$ cat src/rtl/cosine_pkg.sv
// Shared definitions for the cosine controller and its datapath.
// Phase codes and Q5.11 fixed-point constants.
package cosine_pkg;

  localparam int Q_INT  = 5;
  localparam int Q_FRAC = 11;
  localparam int Q_W    = Q_INT + Q_FRAC;

  localparam logic [Q_W-1:0] Q_ONE = 16'h0800;

  typedef enum logic [2:0] {
    ST_STANDBY    = 3'd0,
    ST_ALERT      = 3'd1,
    ST_START_CALC = 3'd2,
    ST_ACCUMULATE = 3'd3,
    ST_CALC_DIST  = 3'd4,
    ST_CHECK      = 3'd5
  } state_e;

endpackage

$ cat src/rtl/term_counter.sv
// Taylor term counter: sync clear, increment enable,
// terminal count at N_TERMS-1.
module term_counter #(
  parameter int N_TERMS = 6
) (
  input  logic clk,
  input  logic rst,
  input  logic clr_i,
  input  logic inc_i,
  output logic tc_o
);

  localparam logic [3:0] LAST = 4'(N_TERMS - 1);

  logic [3:0] cnt_q, cnt_d;

  always_comb begin
    cnt_d = cnt_q;
    if (clr_i)
      cnt_d = '0;
    else if (inc_i)
      cnt_d = cnt_q + 4'd1;
  end

  always_ff @(posedge clk) begin
    if (rst)
      cnt_q <= '0;
    else
      cnt_q <= cnt_d;
  end

  assign tc_o = (cnt_q == LAST);

endmodule

$ cat src/rtl/cosine_controller.sv
// Sequencing FSM for the cosine datapath: runs the term
// series, waits for done, captures distance, raises alarm.
module cosine_controller
  import cosine_pkg::*;
#(
  parameter int         N_TERMS   = 6,
  parameter logic [15:0] THRESHOLD = Q_ONE
) (
  input  logic        clk,
  input  logic        rst,
  input  logic        start,
  input  logic        ack,
  input  logic        done,
  input  logic [15:0] distance,
  output logic [2:0]  state,
  output logic        busy,
  output logic        result_valid,
  output logic [15:0] result,
  output logic        alarm
);

  state_e      state_q, state_d;
  logic [15:0] result_q, result_d;
  logic        valid_q, valid_d;
  logic        cnt_clr, cnt_inc, cnt_tc;
  logic        below;

  term_counter #(
    .N_TERMS (N_TERMS)
  ) u_term_counter (
    .clk   (clk),
    .rst   (rst),
    .clr_i (cnt_clr),
    .inc_i (cnt_inc),
    .tc_o  (cnt_tc)
  );

  // Strict compare: a result equal to the threshold is healthy.
  assign below = $signed(distance) < $signed(THRESHOLD);

  always_comb begin
    state_d  = state_q;
    result_d = result_q;
    valid_d  = 1'b0;
    cnt_clr  = 1'b0;
    cnt_inc  = 1'b0;
    case (state_q)
      ST_STANDBY: begin
        if (start)
          state_d = ST_START_CALC;
      end
      ST_START_CALC: begin
        cnt_clr = 1'b1;
        state_d = ST_ACCUMULATE;
      end
      ST_ACCUMULATE: begin
        cnt_inc = 1'b1;
        if (cnt_tc)
          state_d = ST_CALC_DIST;
      end
      ST_CALC_DIST: begin
        state_d = ST_CHECK;
      end
      ST_CHECK: begin
        if (done) begin
          result_d = distance;
          valid_d  = 1'b1;
          state_d  = below ? ST_ALERT : ST_STANDBY;
        end
      end
      ST_ALERT: begin
        if (ack)
          state_d = ST_STANDBY;
      end
      default: begin
        state_d = ST_STANDBY;
      end
    endcase
  end

  always_ff @(posedge clk) begin
    if (rst) begin
      state_q  <= ST_STANDBY;
      result_q <= '0;
      valid_q  <= 1'b0;
    end else begin
      state_q  <= state_d;
      result_q <= result_d;
      valid_q  <= valid_d;
    end
  end

  assign state        = state_q;
  assign busy         = (state_q != ST_STANDBY) &&
                        (state_q != ST_ALERT);
  assign alarm        = (state_q == ST_ALERT);
  assign result       = result_q;
  assign result_valid = valid_q;

endmodule

$ cat config.mk
export PLATFORM = sky130hd
export DESIGN_NAME = cosine_controller
export DESIGN_NICKNAME = d
export VERILOG_FILES = /design/src/rtl/cosine_pkg.sv /design/src/rtl/term_counter.sv /design/src/rtl/cosine_controller.sv
export SDC_FILE = /design/constraint.sdc
export NUM_CORES = 1
export LEC_CHECK = 0
export ABC_AREA = 1
export ABC_CLOCK_PERIOD_IN_PS = 1500
export CORE_ASPECT_RATIO = 0.9
export CORE_MARGIN = 2
export CORE_UTILIZATION = 37
export DETAILED_ROUTE_END_ITERATION = 8
export PLACE_DENSITY = 0.73
export SETUP_SLACK_MARGIN = 0.15
export SLEW_MARGIN = 20
export SYNTH_ARGS = -nofsm -noshare
export SYNTH_HDL_FRONTEND = slang
export SYNTH_HIERARCHICAL = 1
export SYNTH_SLANG_ARGS = --single-unit
$ cat constraint.sdc
create_clock -name clk -period 1.5 [get_ports clk]
set_input_delay 0.225 -clock clk [delete_from_list [all_inputs] [get_ports clk]]
set_output_delay 0.225 -clock clk [all_outputs]
set_load 0.05 [all_outputs]
==> report_table.html <==
<table>
<tr><th>Metric</th><th>Value</th></tr>
<tr><th colspan="2">GRT</th></tr>
<tr><td>Largest net degree at the start of global routing</td><td>34</td></tr>
<tr><td>Number of global-route vias before repair</td><td>967</td></tr>
<tr><td>Number of antenna violations at the first check in global routing</td><td>0</td></tr>
<tr><td>GRT Total Usage</td><td>0.160</td></tr>
<tr><td>Wire length of the first global-routing pass</td><td>3940 um</td></tr>
<tr><td>Grt ovf</td><td>0</td></tr>
<tr><th colspan="2">Synth</th></tr>
<tr><td>Yosys warning count</td><td>6</td></tr>
<tr><td>Biggest area consumer among synthesized cells</td><td>sky130_fd_sc_hd__dfxtp_1</td></tr>
<tr><td>Count of different cell masters after synthesis</td><td>17</td></tr>
<tr><td>Synthesized net count</td><td>164</td></tr>
<tr><td>Number of register bits inferred by synthesis</td><td>24</td></tr>
<tr><td>Share of synthesized area occupied by flip-flops and latches</td><td>0.463</td></tr>
<tr><td>Top cell type's share of synthesized area</td><td>0.463</td></tr>
<tr><td>Top post-synthesis cells by area</td><td>sky130_fd_sc_hd__dfxtp_1 (46%), sky130_fd_sc_hd__a21oi_1 (12%), sky130_fd_sc_hd__inv_1 (9.4%)</td></tr>
<tr><td>Syn Area/Cell</td><td>7.36 um2</td></tr>
<tr><td>Area of the mapped netlist</td><td>1040 um2</td></tr>
<tr><td>Cell count after synthesis</td><td>141</td></tr>
<tr><th colspan="2">Clock network</th></tr>
<tr><td>Insertion delay of the later-clocked pin in the worst-skew pair</td><td>0.31 ns</td></tr>
<tr><td>Maximum buffer depth of the clock tree</td><td>2</td></tr>
<tr><td>Number of hold buffers added after cts</td><td>0</td></tr>
<tr><td>TritonCTS clock tree</td><td>yes</td></tr>
<tr><td>CTS sink cnt</td><td>24</td></tr>
<tr><td>Depth of the CTS H-tree</td><td>1</td></tr>
<tr><td>Root Buffer</td><td>sky130_fd_sc_hd__clkbuf_4</td></tr>
<tr><td>Total CTS buffers</td><td>3</td></tr>
<tr><td>Clock-pin slew reported for the worst setup and hold paths after clock tree synthesis</td><td>0.14 ns</td></tr>
<tr><th colspan="2">Timing</th></tr>
<tr><td>FMAX</td><td>0.718 GHz</td></tr>
<tr><td>Total Negative Setup Slacks</td><td>0 ns</td></tr>
<tr><td>Final hold slack</td><td>0.454 ns</td></tr>
<tr><td>Final setup violation count</td><td>0</td></tr>
<tr><td>Setup repair after global routing missed its margin</td><td>true</td></tr>
<tr><td>Worst-case headroom to the max-slew limit</td><td>0.716</td></tr>
<tr><td>Hold violation total from the final report</td><td>0</td></tr>
<tr><td>Max Slew Vio Count</td><td>0</td></tr>
<tr><td>Final clock period utilization by the worst path</td><td>0.928</td></tr>
<tr><td>Worst Tran Pin Value</td><td>0.426 ns</td></tr>
<tr><td>Worst clock skew</td><td>0.00944 ns</td></tr>
<tr><td>Minimum clock period</td><td>1.39 ns</td></tr>
<tr><th colspan="2">Final layout</th></tr>
<tr><td>Number of fillers in the final layout</td><td>227</td></tr>
<tr><td>Top library cells by usage in the layout, fill and taps aside</td><td>sky130_fd_sc_hd__buf_4 (27), sky130_fd_sc_hd__inv_1 (22), sky130_fd_sc_hd__a21oi_1 (22), sky130_fd_sc_hd__clkdlybuf4s50_1 (20), sky130_fd_sc_hd__dfxtp_1 (19)</td></tr>
<tr><td>Fin nets</td><td>218</td></tr>
<tr><td>Post-route cell area</td><td>1720 um2</td></tr>
<tr><td>Area growth, synth to finish</td><td>65.4%</td></tr>
<tr><td>Number of cells in the finished layout apart from fillers</td><td>224</td></tr>
<tr><td>Diode insertion count for antenna repair</td><td>0</td></tr>
<tr><td>Ratio of cells with drive above 1 in the final layout</td><td>0.351</td></tr>
<tr><td>Leading cell type in the layout, fill and taps excluded</td><td>sky130_fd_sc_hd__buf_4</td></tr>
<tr><th colspan="2">Pwr</th></tr>
<tr><td>Switching fraction of total power</td><td>0.321</td></tr>
<tr><td>Pwr dens</td><td>1080 nW/um2</td></tr>
<tr><td>Leakage component of the power</td><td>0.704 nW</td></tr>
<tr><td>Combinational power share</td><td>0.367</td></tr>
<tr><td>Seq pwr share</td><td>0.381</td></tr>
<tr><td>Net switching power of the design</td><td>592 uW</td></tr>
<tr><td>Internal Pwr Total</td><td>1.25 mW</td></tr>
<tr><td>Power Total</td><td>1.85 mW</td></tr>
<tr><td>Clk pwr share</td><td>0.252</td></tr>
<tr><td>Maximum vdd ir drop</td><td>0.569 mV</td></tr>
<tr><th colspan="2">Floorplanning</th></tr>
<tr><td>Number of top-level pins</td><td>43</td></tr>
<tr><td>Die outline height</td><td>54.2 um</td></tr>
<tr><td>Std cell rows</td><td>18</td></tr>
<tr><td>Full die area</td><td>3240 um2</td></tr>
<tr><td>Horiz. Die Dim</td><td>59.8 um</td></tr>
<tr><td>Floorplan Core Area</td><td>2700 um2</td></tr>
<tr><td>Starting Density</td><td>0.384</td></tr>
<tr><th colspan="2">Placement</th></tr>
<tr><td>IO buf count</td><td>42</td></tr>
<tr><td>Cell Area, Placed</td><td>1500 um2</td></tr>
<tr><td>Placer Congestion</td><td>0.893</td></tr>
<tr><td>Placed wire-length estimate after detailed placement</td><td>1660 um</td></tr>
<tr><td>Cells after DPL</td><td>210</td></tr>
<tr><th colspan="2">Hold path</th></tr>
<tr><td>Worst min-delay path category</td><td>register to register</td></tr>
<tr><th colspan="2">Setup path</th></tr>
<tr><td>Capturing element type of the critical path</td><td>register</td></tr>
<tr><td>Worst setup path category</td><td>register to register</td></tr>
<tr><td>Data arrival time of the worst path</td><td>1.62 ns</td></tr>
<tr><td>Critical Path Fanout Max</td><td>5</td></tr>
<tr><td>Element type at the critical path start</td><td>register</td></tr>
<tr><td>Critical Path RT</td><td>1.73 ns</td></tr>
<tr><th colspan="2">Detailed routing</th></tr>
<tr><td>Total vias in the final route</td><td>1116</td></tr>
<tr><td>Aggregate routed wire length</td><td>2820 um</td></tr>
<tr><td>Number of nets with antenna violations after routing</td><td>0</td></tr>
<tr><td>Number of detailed-route iterations in the first pass</td><td>4</td></tr>
<tr><td>Via density</td><td>4.98</td></tr>
<tr><td>Number of DRC violations after detailed-routing iteration 0</td><td>41</td></tr>
<tr><td>Remaining design rule violation count</td><td>0</td></tr>
<tr><td>DR WL/cell</td><td>12.6 um</td></tr>
<tr><th colspan="2">Run status</th></tr>
<tr><td>Outcome</td><td>finished, final reports clean</td></tr>
<tr><th colspan="2">Flow run</th></tr>
<tr><td>Max Cap Violations</td><td>0</td></tr>
</table>
[cell usage after synthesis, drive strengths merged]
| library cell | n |
|---|---|
| o21ai | 21 |
| nand3b | 1 |
| dfxtp | 24 |
| clkbuf | 1 |
| nand2 | 19 |
| a21oi | 24 |
| nor2 | 15 |
| ha | 2 |
| inv | 27 |
| nand4 | 1 |
| nand3 | 3 |
| buf | 3 |
[cell type report]
| type | count | area [um2] | area share |
|---|---|---|---|
| timing repair buffer | 53 | 523 | 0.305 |
| multi-input combinational | 86 | 502 | 0.292 |
| inverter | 27 | 104 | 0.0605 |
| clock inverter | 1 | 30.0 | 0.0175 |
| sequential | 24 | 497 | 0.290 |
| clock buffer | 3 | 22.5 | 0.0131 |
| tap | 30 | 37.5 | 0.0219 |
[path summary, 6_finish.rpt]
path	slack [ns]	startpoint	cells after the start	end
max	0.11	state[1]	9	u_term_counter/cnt_q[3]
min	0.45	result[9]	2	result[9]
max reg2reg	0.11	state[1]	9	u_term_counter/cnt_q[3]
min reg2reg	0.45	result[9]	2	result[9]
[state kept, by name (all words and copies together), names as in the netlist]
| register | count |
|---|---|
| result | 16 |
| result_valid | 1 |
| state | 3 |
| u_term_counter/cnt_q | 4 |
[per-layer routing]
metal  part of all wire  track usage  up-vias
met5                  0            0        -
met2               0.47        0.261       52
met4              0.017       0.0815        0
met3              0.089       0.0402        8
li1                   -            -      560
met1               0.43        0.197      496
[power by group through the flow]
stage | registers (mW) | logic (mW) | clock network (mW)
finish | 0.703 | 0.677 | 0.465
detailed placement | 0.721 | 0.501 | 0
CTS | 0.698 | 0.603 | 0.473
global route | 0.706 | 0.715 | 0.493
floorplan | 0.764 | 0.215 | 0
global placement | 0.721 | 0.497 | 0
[critical path, stage by stage (launching register included)]
cell                      delay (ns)
sky130_fd_sc_hd__dfxtp_4        0.41
sky130_fd_sc_hd__buf_4          0.14
sky130_fd_sc_hd__nand2_1        0.12
sky130_fd_sc_hd__nor2_4         0.16
sky130_fd_sc_hd__buf_4          0.15
sky130_fd_sc_hd__nand2_1        0.07
sky130_fd_sc_hd__nor2_2         0.11
sky130_fd_sc_hd__nand2_1        0.06
sky130_fd_sc_hd__nand2_1        0.05
sky130_fd_sc_hd__nor2_1         0.03
[what timing repair did]
action | 4_1_cts | 5_1_grt
setup endpoints to repair | 3 | 13
buffers inserted | 8 | 2
resized for setup | 14 | 23
cloned | 0 | 0
pin swaps | 2 | 9
[cells by family (layout without fill, tap and decap cells)]
kind of cell             count (synthesis)  count (layout)  share of synthesized area
AO/OA/AOI/OAI                           45              45                      0.217
AND/OR/NAND/NOR                         39              39                      0.165
buffers and inverters                   31              84                      0.130
flip-flops                              24              24                      0.463
adder cells (fa/ha/maj)                  2               2                     0.0241
[through the flow]
stage	util	worst slack [ns]
2_1_floorplan	-	0.171
3_3_place_gp	0.553	0.105
3_5_place_dp	0.553	0.0693
4_1_cts	0.608	0.123
5_1_grt	0.635	0.0382
6_report	0.635	0.108
No activity file was read; power rests on OpenSTA's default activity.
